**config.mk**
```make
export PLATFORM = sky130hd
export DESIGN_NAME = ddr3_rd_compare
export DESIGN_NICKNAME = d
export VERILOG_FILES = /design/src/rtl/ddr3_test_pkg.sv /design/src/rtl/ddr3_rd_compare.sv
export SDC_FILE = /design/constraint.sdc
export NUM_CORES = 1
export LEC_CHECK = 0
export ABC_CLOCK_PERIOD_IN_PS = 2500
export BUFFER_PORTS_ARGS = -buffer_cell sky130_fd_sc_hd__clkbuf_2
export CAP_MARGIN = 15
export CORE_MARGIN = 2
export CORE_UTILIZATION = 44
export CTS_CLUSTER_SIZE = 28
export DETAILED_ROUTE_END_ITERATION = 16
export PLACE_DENSITY = 0.79
export REMOVE_ABC_BUFFERS = 1
export SYNTH_ARGS = -nofsm -noshare
export SYNTH_HDL_FRONTEND = slang
export SYNTH_SLANG_ARGS = --single-unit
```
**constraint.sdc**
```tcl
create_clock -name clk_50m -period 2.5 [get_ports clk_50m]
set_input_delay 0.125 -clock clk_50m [delete_from_list [all_inputs] [get_ports clk_50m]]
set_output_delay 0.125 -clock clk_50m [all_outputs]
set_load 0.005 [all_outputs]
```
**src/rtl/ddr3_test_pkg.sv**
```systemverilog
// Shared types and command encodings for the DDR3 read/write checker.
package ddr3_test_pkg;

    typedef enum logic [1:0] {
        IDLE  = 2'd0,
        WRITE = 2'd1,
        READ  = 2'd2,
        DRAIN = 2'd3
    } state_t;

    localparam logic [2:0] CMD_WR = 3'b000;
    localparam logic [2:0] CMD_RD = 3'b001;

endpackage

```
**src/rtl/ddr3_rd_compare.sv**
```systemverilog
// Read-return checker: counts returns, regenerates the expected pattern and
// keeps a sticky mismatch flag plus a per-pass error/done status.
module ddr3_rd_compare
    import ddr3_test_pkg::*;
#(
    parameter int DATA_W   = 128,
    parameter int TEST_LEN = 512
) (
    input  logic              clk_50m,
    input  logic              rst_n,
    input  logic              init_calib_complete,
    input  logic              restart,
    input  logic              rd_valid,
    input  logic [DATA_W-1:0] rd_data,
    output logic              returns_done,
    output logic              pass_err,
    output logic              error_flag
);
    localparam logic [15:0] LAST_IDX = 16'(TEST_LEN - 1);

    logic [15:0]       exp_idx_reg;
    logic              returns_done_reg;
    logic              pass_err_reg;
    logic              error_flag_reg;
    logic [DATA_W-1:0] exp_word;

    assign exp_word = {(DATA_W/16){exp_idx_reg}};

    always_ff @(posedge clk_50m or negedge rst_n) begin
        if (!rst_n) begin
            exp_idx_reg      <= '0;
            returns_done_reg <= 1'b0;
            pass_err_reg     <= 1'b0;
            error_flag_reg   <= 1'b0;
        end else if (!init_calib_complete) begin
            // error_flag survives a calibration loss; only the pass state is cleared
            exp_idx_reg      <= '0;
            returns_done_reg <= 1'b0;
            pass_err_reg     <= 1'b0;
        end else begin
            if (restart) begin
                returns_done_reg <= 1'b0;
                pass_err_reg     <= 1'b0;
            end
            if (rd_valid) begin
                if (rd_data != exp_word) begin
                    pass_err_reg   <= 1'b1;
                    error_flag_reg <= 1'b1;
                end
                if (exp_idx_reg == LAST_IDX) begin
                    exp_idx_reg      <= '0;
                    returns_done_reg <= 1'b1;
                end else begin
                    exp_idx_reg <= exp_idx_reg + 16'd1;
                end
            end
        end
    end

    assign returns_done = returns_done_reg;
    assign pass_err     = pass_err_reg;
    assign error_flag   = error_flag_reg;
endmodule

```
# Word-level counts from Yosys, hierarchy flattened
# Index checks and enable logic that the tools add are counted.
# W data, S select, Z words.
word_totals:
  ff_bits: 19
  wordCells: 20
  out_inout_bits: 3
  mem_count: 0
  romBits: 0
  mem_bits_rw: 0
  latch_bits: 0
  inputBits: 133
classes:
  addsub: 1
  shift: 0
  n_lt_le_gt_ge: 0
  n_bitwise: 0
  muxes: 11
  n_div: 0
  n_reduce_logical: 1
  n_eq_ne: 3
  n_mul: 0
op_table:
  columns: ["operator", "count"]
  rows:
  - ["$ne A128 B128 Y1", 1]
  - ["$mux W16", 3]
  - ["$add A16 B1 Y16 const B", 1]
  - ["$eq A16 B9 Y1 const B", 1]
  - ["$mux W1", 8]
  - ["$reduce_and A3 Y1", 1]
  - ["$ne A2 B1 Y1 const B", 1]

# Depth between registers and ports, before layout
logic_depth:
  ltp_word: 4
  depth_mapped: 8
  depth_no_buf: 7

# Worst setup path before layout
# No wires, ideal clock.
synth_path:
  kind: "reg-to-reg"
  start: "register exp_idx_reg[0]"
  end: "register pass_err_reg (netlist: pass_err)"
  t_arrival_ns: 1.689
  n_path_buf: 1
  setup_ns: 0.132
  t_required_ns: 2.368
  path_slack_ns: 0.679
  period_less_slack_ns: 1.821
  path_stages_with_launch: 7
  cell_sequence: "dfrtp_1 buf_6 or3_1 a2111oi_1 o21ai_1 nor4_2 o22ai_1"
synth_between:
  elab_chain_len: 4
synth_rtl:
  columns: ["item", "line_no", "text"]
  rows:
  - ["start: declaration", "ddr3_rd_compare.sv:21", "logic [15:0] exp_idx_reg;"]
  - ["start signal: assignment", "ddr3_rd_compare.sv:54", "exp_idx_reg <= exp_idx_reg + 16'd1;"]
  - ["$ne A128 B128 Y1", "ddr3_rd_compare.sv:46", "if (rd_data != exp_word) begin"]
  - ["$mux W1", "ddr3_rd_compare.sv:46", null]
  - ["$mux W1", "ddr3_rd_compare.sv:45", "if (rd_valid) begin"]
  - ["$mux W1", "ddr3_rd_compare.sv:35", "end else if (!init_calib_complete) begin"]
  - ["end signal: assignment", "ddr3_rd_compare.sv:33", "pass_err_reg <= 1'b0;"]
  - ["end signal: assignment", "ddr3_rd_compare.sv:39", "pass_err_reg <= 1'b0;"]
  - ["end signal: assignment", "ddr3_rd_compare.sv:47", "pass_err_reg <= 1'b1;"]
  - ["end: declaration", "ddr3_rd_compare.sv:23", "logic pass_err_reg;"]
# No other way between the ends.
# A chain may end at the register's enable or synchronous reset.

# Worst setup path in the final report
layout_path:
  start: "register exp_idx_reg[6]"
  end: "register pass_err_reg (netlist: pass_err)"
# Same word-level chain as after synthesis.

==> results by group <==
Run status
  – Status: completed

Min path
  – Worst hold path depth: 2
  – Hold/Removal Path Class: input port to register

STA
  – Setup-failing EPs final: 0
  – Final Skew: 0.00252 ns
  – Relative slew slack: 0.594
  – Worst-Margin Slew: 0.609 ns
  – Period minus WS final: around 2.4 ns
  – Crit share post-route: 0.942
  – Fmax: between 0.4 and 0.5 GHz
  – Final hold vios: 0
  – Fin. max-slew vios: 0
  – PnR worst setup slack: 0.145 ns
  – TNS Setup: 0 ns
  – Unrepaired setup endpoints after global routing: false
  – WHS: about 0.07 ns

Setup path
  – CP endpoint kind: register
  – Cell breakdown of the critical path: and3_1, o22ai_1, nor4_1, nand4_1, nor4_2, o22ai_1
  – R2R cell count: 6
  – R2R Path Start: exp_idx_reg[6]
  – Crit path top cell by count: o22ai_1
  – Worst setup path end: pass_err
  – Critical Path RT: roughly 2.6 ns
  – Crit Path Class: register to register
  – Reg-to-Reg End: pass_err
  – Worst Setup SP: exp_idx_reg[6]
  – Max stage delay on crit path: just under 0.7 ns
  – Reg-to-reg slack, setup: about 0.15 ns
  – Slowest-stage cell, CP: dfrtp_1
  – CP Launch Type: register
  – CP Data Arrival Time: 2.48 ns
  – CP max FO: 12

Final layout
  – # fillers: approximately 430
  – Layout area overhead: 35.9%
  – Core Util, Final: 0.619
  – Diode count: 0
  – Layout cells sized above 1: 0.375
  – Largest register FFs: 16
  – Finished Cell Area: between 2000 and 3000 µm²
  – # nets final: around 540
  – Non-filler instance count after layout: around 480

Logic synthesis
  – Post-synth ARST share: 1.00
  – Top cells by area, synth: dfrtp_1 22%, xnor2_1 17%, and3_1 6.1%
  – Post-synth top area cell: dfrtp_1
  – Share of the synthesized area in the top cell type: 0.221
  – Synth unique cells: 39
  – Post-Syn Area: between 2000 and 2500 µm²
  – Post-Synthesis Cells: 276
  – Main synth FF type: dfrtp_1
  – Post-synth EDFFs: 0
  – Ys Warns: 0
  – Synth Register Bits: 19
  – Mean Syn Cell Area: about 8 µm²
  – Seq/Total Area, Yosys: 0.221

Place
  – DP Area: roughly 2900 µm²
  – Inst Count DP: 470
  – Gpl congestion: roughly 0.91
  – Pre-CTS WS: ~0.17 ns
  – Detail Placement HPWL: 6250 µm
  – IO buf count: 135

Global routing
  – Number of antenna violations at the first check in global routing: 0
  – First-pass GRT wire length: approximately 12000 µm
  – Gr usage total: 0.280
  – Vias in the first global route: between 2000 and 3000
  – Global route overflow: 0
  – Largest net degree at the start of global routing: 24

Power
  – VDD IR max: about 0.21 mV
  – Internal power: 0.547 mW
  – Power share of the sequential group: 0.419
  – Combinational share of power: 0.301
  – Switch Pwr: 0.213 mW
  – Tot Pwr: about 0.76 mW
  – Net Sw Frac: 0.281
  – PwrDens: about 260 nW/µm²
  – Leakage: ~1.3 nW
  – Clock power frac: 0.281

Job
  – Max-cap viol count: 0

Detailed routing
  – DR vias: between 2000 and 3000
  – Antenna viol nets, final: 0
  – TritonRoute pass-1 iters: 4
  – DRC errors left: 0
  – Final WL: between 7000 and 8000 µm
  – DR vias/cell: 5.66
  – Routed WL per cell: 16.1 µm
  – Drt first-iter violations: 169

Clock tree
  – Post-CTS setup buffer count: 0
  – Root Driver: clkbuf_8
  – CTS tree: built
  – Clock Latency Late Sink: 0.25 ns
  – Clk sinks: 19
  – CTS resizes: 0
  – Clk buf depth: 2
  – Number of CTS-inserted buffers: 3
  – Depth of the CTS H-tree: 1
  – Clock slew at reported path FFs: ~0.07 ns

Die
  – Core footprint: ~4700 µm²
  – Row count: 25
  – Die H: between 70 and 80 µm
  – Die width: approximately 74 µm
  – DIE AREA: 5470 µm²
  – IO Pins: about 140
  – Starting Density: 0.456
[power by group through the flow]
stage	clock network [mW]	registers, mW	logic [mW]
after floorplan	0	0.323	0.0741
after detailed placement	0	0.324	0.224
after CTS	0.216	0.318	0.227
after global placement	0	0.324	0.222
after global routing	0.242	0.319	0.250
final	0.213	0.319	0.229
[worst max-delay path: cells and delay by family, from the launching register on]
family             cells  cell delay [ns]
AOI/OAI and AO/OA      2             0.24
and+or+nand+nor        4             1.29
DFF                    1             0.69
[area by class of cell]
| cell class | instances | area, µm² | area share |
|---|---|---|---|
| timing repair buffer | 145 | 753 | 0.258 |
| clock buffer | 4 | 45.0 | 0.0154 |
| inverter | 2 | 7.51 | 0.00257 |
| sequential | 19 | 475 | 0.163 |
| multi-input combinational | 238 | 1560 | 0.533 |
| tap | 67 | 83.8 | 0.0287 |
[placed cells by master, fill, tap and decap left out, drive strengths merged, types with 5 or more instances in the layout]
cell type / count
nor3: 20
nand3: 13
clkbuf: 139
xnor2: 41
xor2: 10
buf: 9
nand4: 18
nor4: 18
nand2: 21
and3: 22
o21ai: 21
dfrtp: 19
o22ai: 11
or3: 5
[kinds of logic after synthesis]
kind of cell	after synthesis	synth area share
flip-flops	19	0.221
buffers and inverters	19	0.0546
XOR/XNOR	51	0.208
adder cells (fa/ha/maj)	1	0.00581
AND/OR/NAND/NOR	137	0.366
AO/OA/AOI/OAI	49	0.145
[repair_timing]
| action | 4_1_cts | 5_1_grt |
|---|---|---|
| hold endpoints to repair | 19 | 0 |
| hold buffers | 1 | 0 |
| endpoints found under the setup margin | 0 | 0 |
[cell usage after synthesis (2+ instances only)]
cell / number
o2bb2ai_1: 2
and3_1: 21
a2111oi_1: 2
or4_1: 2
nand4_1: 18
o22ai_1: 11
o31ai_1: 4
nand2_1: 21
and4_1: 3
nor4_1: 15
nor3_1: 20
xnor2_1: 41
buf_6: 3
o21ai_0: 19
nand2b_1: 3
inv_1: 2
or3_1: 5
buf_2: 11
nand3_1: 13
clkbuf_1: 2
xor2_1: 10
nor2_1: 4
o21bai_1: 2
nor4_2: 3
o21ai_1: 2
dfrtp_1: 19
nor2b_1: 4
o41ai_1: 2
and2_1: 2
[how the worst min path moves through the flow]
stage,from,endpoint
after floorplan,rst_n,error_flag
after global placement,rst_n,error_flag
after detailed placement,rst_n,pass_err
after CTS,restart,pass_err
after global routing,restart,pass_err
final,restart,pass_err
[routing by layer]
layer / track usage / part of all wire
met5: 0 / 0
met4: 0.0808 / 0.013
met3: 0.0298 / 0.081
met2: 0.493 / 0.50
met1: 0.362 / 0.41
No activity file was read; power rests on OpenSTA's default activity.
